### config.mk
export PLATFORM = sky130hd
export DESIGN_NAME = vga_timing_gen_flat
export DESIGN_NICKNAME = d
export VERILOG_FILES = /design/src/rtl/vga_timing_pkg.sv /design/src/rtl/vga_timing_gen_if.sv /design/src/rtl/vga_axis_counter.sv /design/src/rtl/vga_timing_gen.sv /design/src/flat_wrapper.sv
export SDC_FILE = /design/constraint.sdc
export NUM_CORES = 1
export LEC_CHECK = 0
export CORE_MARGIN = 2
export CORE_UTILIZATION = 47
export DETAILED_ROUTE_END_ITERATION = 10
export GPL_TIMING_DRIVEN = 0
export HOLD_SLACK_MARGIN = 0.03
export PLACE_DENSITY = 0.75
export SLEW_MARGIN = 40
export SYNTH_ARGS = -nofsm -noshare
export SYNTH_HDL_FRONTEND = slang
export SYNTH_SLANG_ARGS = --single-unit
### constraint.sdc
create_clock -name clk -period 2.01 [get_ports clk]
set_clock_uncertainty 0.2 [all_clocks]
set_input_delay 0.201 -clock clk [delete_from_list [all_inputs] [get_ports clk]]
set_output_delay 0.201 -clock clk [all_outputs]
set_load 0.005 [all_outputs]
### src/rtl/vga_timing_pkg.sv
// Shared timing types and standard mode presets for the VGA timing generator.
package vga_timing_pkg;

  typedef struct packed {
    int unsigned h_active;
    int unsigned h_fp;
    int unsigned h_sync;
    int unsigned h_bp;
    int unsigned v_active;
    int unsigned v_fp;
    int unsigned v_sync;
    int unsigned v_bp;
    logic        h_pol;
    logic        v_pol;
  } timing_t;

  localparam timing_t VGA_640x480_60 = '{
    h_active: 640, h_fp: 16, h_sync: 96,  h_bp: 48,
    v_active: 480, v_fp: 10, v_sync: 2,   v_bp: 33,
    h_pol: 1'b0, v_pol: 1'b0
  };

  localparam timing_t SVGA_800x600_60 = '{
    h_active: 800, h_fp: 40, h_sync: 128, h_bp: 88,
    v_active: 600, v_fp: 1,  v_sync: 4,   v_bp: 23,
    h_pol: 1'b1, v_pol: 1'b1
  };

  localparam timing_t XGA_1024x768_60 = '{
    h_active: 1024, h_fp: 24, h_sync: 136, h_bp: 160,
    v_active: 768,  v_fp: 3,  v_sync: 6,   v_bp: 29,
    h_pol: 1'b0, v_pol: 1'b0
  };

  function automatic int unsigned axis_total(input int unsigned active, input int unsigned fp,
                                             input int unsigned sync, input int unsigned bp);
    return active + fp + sync + bp;
  endfunction

endpackage

### src/rtl/vga_timing_gen_if.sv
// Pixel-advance enable in, raster position and sync/blanking outputs back.
interface vga_timing_gen_if #(
    parameter int unsigned CW = 10,
    parameter int unsigned FW = 8
);
    logic          ce;
    logic [CW-1:0] h_count;
    logic [CW-1:0] v_count;
    logic          h_sync;
    logic          v_sync;
    logic          display_en;
    logic          vblank;
    logic          line_start;
    logic          frame_start;
    logic [FW-1:0] frame_count;

    modport master (
        input  ce,
        output h_count, v_count, h_sync, v_sync, display_en, vblank,
        output line_start, frame_start, frame_count
    );

    modport slave (
        output ce,
        input  h_count, v_count, h_sync, v_sync, display_en, vblank,
        input  line_start, frame_start, frame_count
    );
endinterface

### src/rtl/vga_axis_counter.sv
// One raster axis: position counter with sync and active decode registered
// from the next count so they stay aligned with the count itself.
module vga_axis_counter
    import vga_timing_pkg::*;
#(
    parameter int unsigned ACTIVE = 640,
    parameter int unsigned FP     = 16,
    parameter int unsigned SYNC   = 96,
    parameter int unsigned BP     = 48,
    parameter bit          POL    = 1'b0,
    parameter int unsigned CW     = 10
) (
    input  logic          clk,
    input  logic          reset,
    input  logic          ce,
    input  logic          wrap_in,
    output logic [CW-1:0] count,
    output logic          sync,
    output logic          active,
    output logic          wrap_out
);

    localparam int unsigned   TOTAL      = axis_total(ACTIVE, FP, SYNC, BP);
    localparam int unsigned   SYNC_START = ACTIVE + FP;
    localparam int unsigned   SYNC_END   = ACTIVE + FP + SYNC;
    localparam logic [CW-1:0] LAST       = CW'(TOTAL - 1);

    if (ACTIVE == 0 || FP == 0 || SYNC == 0 || BP == 0 ||
        ((64'(TOTAL) - 64'd1) >> CW) != 64'd0) begin : g_bad_params
        $error("vga_axis_counter: zero region or total does not fit in CW bits");
    end

    logic [CW-1:0] count_d;
    logic          sync_d;
    logic          active_d;

    assign wrap_out = wrap_in && (count == LAST);

    always_comb begin
        count_d = count;
        if (ce && wrap_in) begin
            count_d = (count == LAST) ? '0 : count + 1'b1;
        end
        sync_d   = (32'(count_d) >= SYNC_START && 32'(count_d) < SYNC_END) ? POL : ~POL;
        active_d = 32'(count_d) < ACTIVE;
    end

    always_ff @(posedge clk or posedge reset) begin
        if (reset) begin
            count  <= LAST;
            sync   <= ~POL;
            active <= 1'b0;
        end else begin
            count  <= count_d;
            sync   <= sync_d;
            active <= active_d;
        end
    end

endmodule

### src/rtl/vga_timing_gen.sv
// VGA raster timing: horizontal and vertical axis counters plus registered
// display enable, line/frame strobes and a wrapping frame counter.
module vga_timing_gen
    import vga_timing_pkg::*;
#(
    parameter int unsigned H_ACTIVE = 640,
    parameter int unsigned H_FP     = 16,
    parameter int unsigned H_SYNC   = 96,
    parameter int unsigned H_BP     = 48,
    parameter int unsigned V_ACTIVE = 480,
    parameter int unsigned V_FP     = 10,
    parameter int unsigned V_SYNC   = 2,
    parameter int unsigned V_BP     = 33,
    parameter bit          H_POL    = 1'b0,
    parameter bit          V_POL    = 1'b0,
    parameter int unsigned CW       = 10,
    parameter int unsigned FW       = 8
) (
    input logic              clk,
    input logic              reset,
    vga_timing_gen_if.master bus
);

    logic [CW-1:0] h_count, v_count;
    logic          h_sync, v_sync, h_active, v_active, h_wrap, v_wrap;
    logic          h_act_nxt, v_act_nxt;
    logic          display_en_d, display_en_q;
    logic          line_start_q, frame_start_q;
    logic [FW-1:0] frame_count_q;

    vga_axis_counter #(
        .ACTIVE(H_ACTIVE), .FP(H_FP), .SYNC(H_SYNC), .BP(H_BP), .POL(H_POL), .CW(CW)
    ) u_h_axis (
        .clk(clk), .reset(reset), .ce(bus.ce), .wrap_in(1'b1),
        .count(h_count), .sync(h_sync), .active(h_active), .wrap_out(h_wrap)
    );

    vga_axis_counter #(
        .ACTIVE(V_ACTIVE), .FP(V_FP), .SYNC(V_SYNC), .BP(V_BP), .POL(V_POL), .CW(CW)
    ) u_v_axis (
        .clk(clk), .reset(reset), .ce(bus.ce), .wrap_in(h_wrap),
        .count(v_count), .sync(v_sync), .active(v_active), .wrap_out(v_wrap)
    );

    // Active region starts each axis, so a wrap always lands inside it.
    always_comb begin
        h_act_nxt = h_wrap || (h_active && (32'(h_count) + 32'd1 < H_ACTIVE));
        v_act_nxt = h_wrap ? (v_wrap || (v_active && (32'(v_count) + 32'd1 < V_ACTIVE)))
                           : v_active;
        display_en_d = display_en_q;
        if (bus.ce) begin
            display_en_d = h_act_nxt && v_act_nxt;
        end
    end

    always_ff @(posedge clk or posedge reset) begin
        if (reset) begin
            display_en_q  <= 1'b0;
            line_start_q  <= 1'b0;
            frame_start_q <= 1'b0;
            frame_count_q <= '1;
        end else begin
            display_en_q  <= display_en_d;
            line_start_q  <= bus.ce && h_wrap;
            frame_start_q <= bus.ce && v_wrap;
            if (bus.ce && v_wrap) begin
                frame_count_q <= frame_count_q + 1'b1;
            end
        end
    end

    assign bus.h_count     = h_count;
    assign bus.v_count     = v_count;
    assign bus.h_sync      = h_sync;
    assign bus.v_sync      = v_sync;
    assign bus.display_en  = display_en_q;
    assign bus.vblank      = ~v_active;
    assign bus.line_start  = line_start_q;
    assign bus.frame_start = frame_start_q;
    assign bus.frame_count = frame_count_q;

endmodule

### src/flat_wrapper.sv
// flat-port wrapper written by rule: the top's interface ports become plain ports
module vga_timing_gen_flat import vga_timing_pkg::*;
#(
    parameter int unsigned H_ACTIVE = 640,
    parameter int unsigned H_FP     = 16,
    parameter int unsigned H_SYNC   = 96,
    parameter int unsigned H_BP     = 48,
    parameter int unsigned V_ACTIVE = 480,
    parameter int unsigned V_FP     = 10,
    parameter int unsigned V_SYNC   = 2,
    parameter int unsigned V_BP     = 33,
    parameter bit          H_POL    = 1'b0,
    parameter bit          V_POL    = 1'b0,
    parameter int unsigned CW       = 10,
    parameter int unsigned FW       = 8
)
  (clk, reset, bus_ce, bus_h_count, bus_v_count, bus_h_sync, bus_v_sync, bus_display_en, bus_vblank, bus_line_start, bus_frame_start, bus_frame_count);
  vga_timing_gen_if #(.CW(CW), .FW(FW)) bus_i ();
  input logic clk;
  input logic reset;
  input wire logic [$bits(bus_i.ce)-1:0] bus_ce;
  output wire logic [$bits(bus_i.h_count)-1:0] bus_h_count;
  output wire logic [$bits(bus_i.v_count)-1:0] bus_v_count;
  output wire logic [$bits(bus_i.h_sync)-1:0] bus_h_sync;
  output wire logic [$bits(bus_i.v_sync)-1:0] bus_v_sync;
  output wire logic [$bits(bus_i.display_en)-1:0] bus_display_en;
  output wire logic [$bits(bus_i.vblank)-1:0] bus_vblank;
  output wire logic [$bits(bus_i.line_start)-1:0] bus_line_start;
  output wire logic [$bits(bus_i.frame_start)-1:0] bus_frame_start;
  output wire logic [$bits(bus_i.frame_count)-1:0] bus_frame_count;
  assign bus_i.ce = bus_ce;
  assign bus_h_count = bus_i.h_count;
  assign bus_v_count = bus_i.v_count;
  assign bus_h_sync = bus_i.h_sync;
  assign bus_v_sync = bus_i.v_sync;
  assign bus_display_en = bus_i.display_en;
  assign bus_vblank = bus_i.vblank;
  assign bus_line_start = bus_i.line_start;
  assign bus_frame_start = bus_i.frame_start;
  assign bus_frame_count = bus_i.frame_count;
  vga_timing_gen #(.H_ACTIVE(H_ACTIVE), .H_FP(H_FP), .H_SYNC(H_SYNC), .H_BP(H_BP), .V_ACTIVE(V_ACTIVE), .V_FP(V_FP), .V_SYNC(V_SYNC), .V_BP(V_BP), .H_POL(H_POL), .V_POL(V_POL), .CW(CW), .FW(FW)) u_core (.clk(clk), .reset(reset), .bus(bus_i));
endmodule
==> impl_metrics.py <==
metrics = {
    "placement": {
        "dpl_cell_area_um2": 2514,
        "dp_hpwl_mm": 3.145,
        "place_congestion": 0.9246,
        "io_buffers": 35,
    },
    "cells_and_area": {
        "areaGrowthSynthToFinish_pct": 46.44,
        "fin_util_pct": 70.66,
        "diodes": 0,
        "final_layout_size_suffix_gt1_share_pct": 41.61,
        "final_cell_mix": "clkdlybuf4s50_1 (35), buf_4 (32), nand2_1 (25)",
        "nFillCells": 318,
        "mostFrequentLayoutCell": "clkdlybuf4s50_1",
        "final_area_um2": 3034,
        "finalNetCount": 292,
    },
    "synthesis": {
        "postSynthCellCount": 208,
        "synthDistinctLibCells": 49,
        "synth_mux_area_share_pct": 2.597,
        "syn_area_per_cell_um2": 9.961,
        "synth_largest_area_cell": "dfstp_2",
        "synthSimpleGateAreaFrac_pct": 26.21,
        "synth-edff-count": 0,
        "synth_compound_area_share_pct": 12.14,
        "synthesis.nets": 215,
        "synthAdderAreaFrac_pct": 2.415,
        "syn_area_um2": 2072,
        "yosysWarningCount": 0,
        "ys.flop_type": "dfstp_2",
        "yosys.area.top_type_share_pct": 25.36,
        "async_flop_share_pct": 100.0,
        "synthTopCellsByArea": "dfstp_2 (25%), dfrtp_1 (18%), xnor2_1 (5.9%)",
        "synth_xor_area_share_pct": 7.186,
        "ys_seq_area_share_pct": 43.48,
        "synth_top_family_by_area": "simple AND/OR/NAND/NOR gates",
        "synth-seq-cells": 35,
    },
    "sta": {
        "max_freq_ghz": 0.4809,
        "finalWorstSetupSlack_ns": -0.06937,
        "slew_viol_final": 0,
        "rsz0062_at_grt": "true",
        "setup_viol": 5,
        "maxSlewHeadroom_pct": 60.23,
        "holdWs_ns": 0.07577,
        "layout_min_cycle_time_ns": 2.079,
        "min_period_over_period_pct": 103.5,
        "hold_viol_final": 0,
        "tightest_slew_ns": 0.5959,
    },
    "grt": {
        "grt_util_met2_pct": 34.49,
        "grt_start_max_net_pins": 36,
        "grt_util_met3_pct": 3.752,
        "track_usage_pct": 20.59,
        "grt_use_met1_pct": 26.47,
        "grt_pass1_wl_mm": 8.128,
        "top_usage_layer": "met2",
        "grt_pass1_vias": 1765,
        "antenna_found_initial": 0,
        "grt_overflow": 0,
    },
    "worst_setup_path": {
        "crit_path_end_kind": "flip-flop",
        "critPathSlowestCell": "dfrtp_2",
        "r2r-start": "u_core.u_v_axis.count[1]",
        "rrSetupSlack_ns": -0.07,
        "start_kind": "flip-flop",
        "cp.required_ns": 2.01,
        "worst-path-max-fanout": 6,
        "worst_r2r_path_depth": 8,
        "slowest_delay_ns": 0.44,
        "r2r-end": "u_core.u_v_axis.sync",
        "arrival_ns": 2.07,
        "crit_type": "reg2reg",
        "crit_buf_inv": 1,
        "critPathTopFamily": "simple AND/OR/NAND/NOR gates",
        "cp_cell_sequence": "inv_1 > ha_1 > and4bb_1 > nand4_4 > a21oi_2 > o22ai_2 > and3b_1 > nand4_1",
    },
    "cts": {
        "cts-root-buf": "clkbuf_8",
        "clk_pin_slew_ns": 0.08,
        "numCtsBuffers": 5,
        "cts_num_sinks": 35,
        "clock_path_buffers": 2,
        "htreeDepth": 2,
        "insertion_delay_ns": 0.29,
        "tritoncts": "built",
    },
    "floorplanning": {
        "start_util_pct": 48.25,
        "row_count": 24,
        "die_h_um": 70.40,
        "io_pins": 37,
        "core_um2": 4294,
        "dieArea_um2": 4955,
        "die_w_um": 70.40,
    },
    "pwr": {
        "peakVddDrop_mv": 0.7500,
        "p_per_area_nw_per_um2": 652.0,
        "leakage_nw": 1.226,
        "total_power_mw": 1.978,
    },
    "routing": {
        "vias_per_cell": 5.538,
        "vias": 1872,
        "first_pass_iters": 4,
        "ant_nets": 0,
        "dr.first_iter.drc_count": 134,
        "drc": 0,
        "wl_per_cell_um": 15.27,
        "wirelength_mm": 5.160,
    },
    "flow_run": {
        "drv_cap": 0,
    },
    "status": {
        "status": "complete, but fails checks",
        "violations": "negative setup slack",
    },
    "hold_path": {
        "hold_class": "in2async",
    },
}
[routing by layer]
layer	share of wire [%]	wire, um
met1	44	2277
met2	51	2608
met3	3.7	193
met4	1.6	80
met5	0	0
[worst reg2reg max path, stage by stage, from the launching register on]
cell and delay [ns]:
dfrtp_2 0.44, inv_1 0.10, ha_1 0.16, and4bb_1 0.27, nand4_4 0.20, a21oi_2 0.19
o22ai_2 0.10, and3b_1 0.23, nand4_1 0.10
[cell usage after synthesis, drive strengths merged (2+ instances only)]
cell type and number:
ha 4, xor2 3, and3 2, a21oi 5, and4 3, mux2i 2
dfstp 20, or3 3, buf 12, o31ai 4, nand4 14, nor2 13
and3b 3, mux2 3, o22ai 2, o2bb2ai 2, a211o 2, inv 10
dfrtp 15, nor3 8, xnor2 14, a31oi 5, nand2 27, o21ai 11
nand3 9
[kinds of logic (layout without fill, tap and decap cells)]
group           after synthesis  count (layout)
mux                           5               5
xor+xnor                     17              17
simple gates                 87              87
flops                        35              35
buf+inv                      23             101
fa+ha+maj                     4               4
compound gates               37              37
[layout make-up]
cell class / instances / area, um2 / share of cell area (%)
Sequential cell: 35 / 903.4 / 29.77
Tap cell: 52 / 65.06 / 2.144
Clock buffer: 6 / 72.57 / 2.392
Buffer: 13 / 108.9 / 3.588
Inverter: 10 / 41.29 / 1.361
Multi-Input combinational cell: 150 / 1186 / 39.09
Clock inverter: 2 / 13.76 / 0.4536
Timing Repair Buffer: 70 / 643.1 / 21.20
[metrics by stage]
stage	TNS, ns	std cells	worst slack (ns)
floorplan	-0.002380	208	-0.002380
global route	-1.367	338	-0.1595
CTS	-0.3914	326	-0.1055
detailed placement	-1.221	295	-0.2781
global placement	-0.8680	295	-0.2262
finish	-0.2647	338	-0.06937
[worst max path at each step]
stage | start | endpoint | slack (ns) | cells after the start
global route | u_core.u_v_axis.count[1] | u_core.u_v_axis.active | -0.16 | 8
global placement | u_core.u_h_axis.count[0] | u_core.u_v_axis.sync | -0.23 | 7
detailed placement | u_core.u_v_axis.count[0] | u_core.u_v_axis.active | -0.28 | 7
floorplan | u_core.u_h_axis.count[1] | u_core.u_v_axis.sync | -0.002 | 7
finish | u_core.u_v_axis.count[1] | u_core.u_v_axis.sync | -0.07 | 8
CTS | u_core.u_h_axis.count[1] | u_core.u_v_axis.sync | -0.11 | 7
[flip-flops by register name, indices dropped and copies added (netlist names)]
register	cells
u_core.u_v_axis.sync	1
u_core.u_v_axis.count	10
u_core.u_v_axis.active	1
u_core.u_h_axis.count	10
u_core.u_h_axis.active	1
u_core.bus.frame_count	8
u_core.bus.display_en	1
u_core.bus.line_start	1
u_core.bus.frame_start	1
u_core.u_h_axis.sync	1
[where the power goes]
group          total (mW)  switching, mW  internal, mW
clock network       0.503          0.258         0.244
registers           0.898         0.0816         0.816
logic               0.578          0.271         0.307
[what timing repair did]
item	4_1_cts	5_1_grt
gates cloned	1	0
endpoints found under the setup margin	12	20
gates resized for setup	16	22
hold buffers	1	0
pin swaps	13	11
hold endpoints to repair	2	0
buffers inserted	21	12
(Power assumes the default switching activity.)
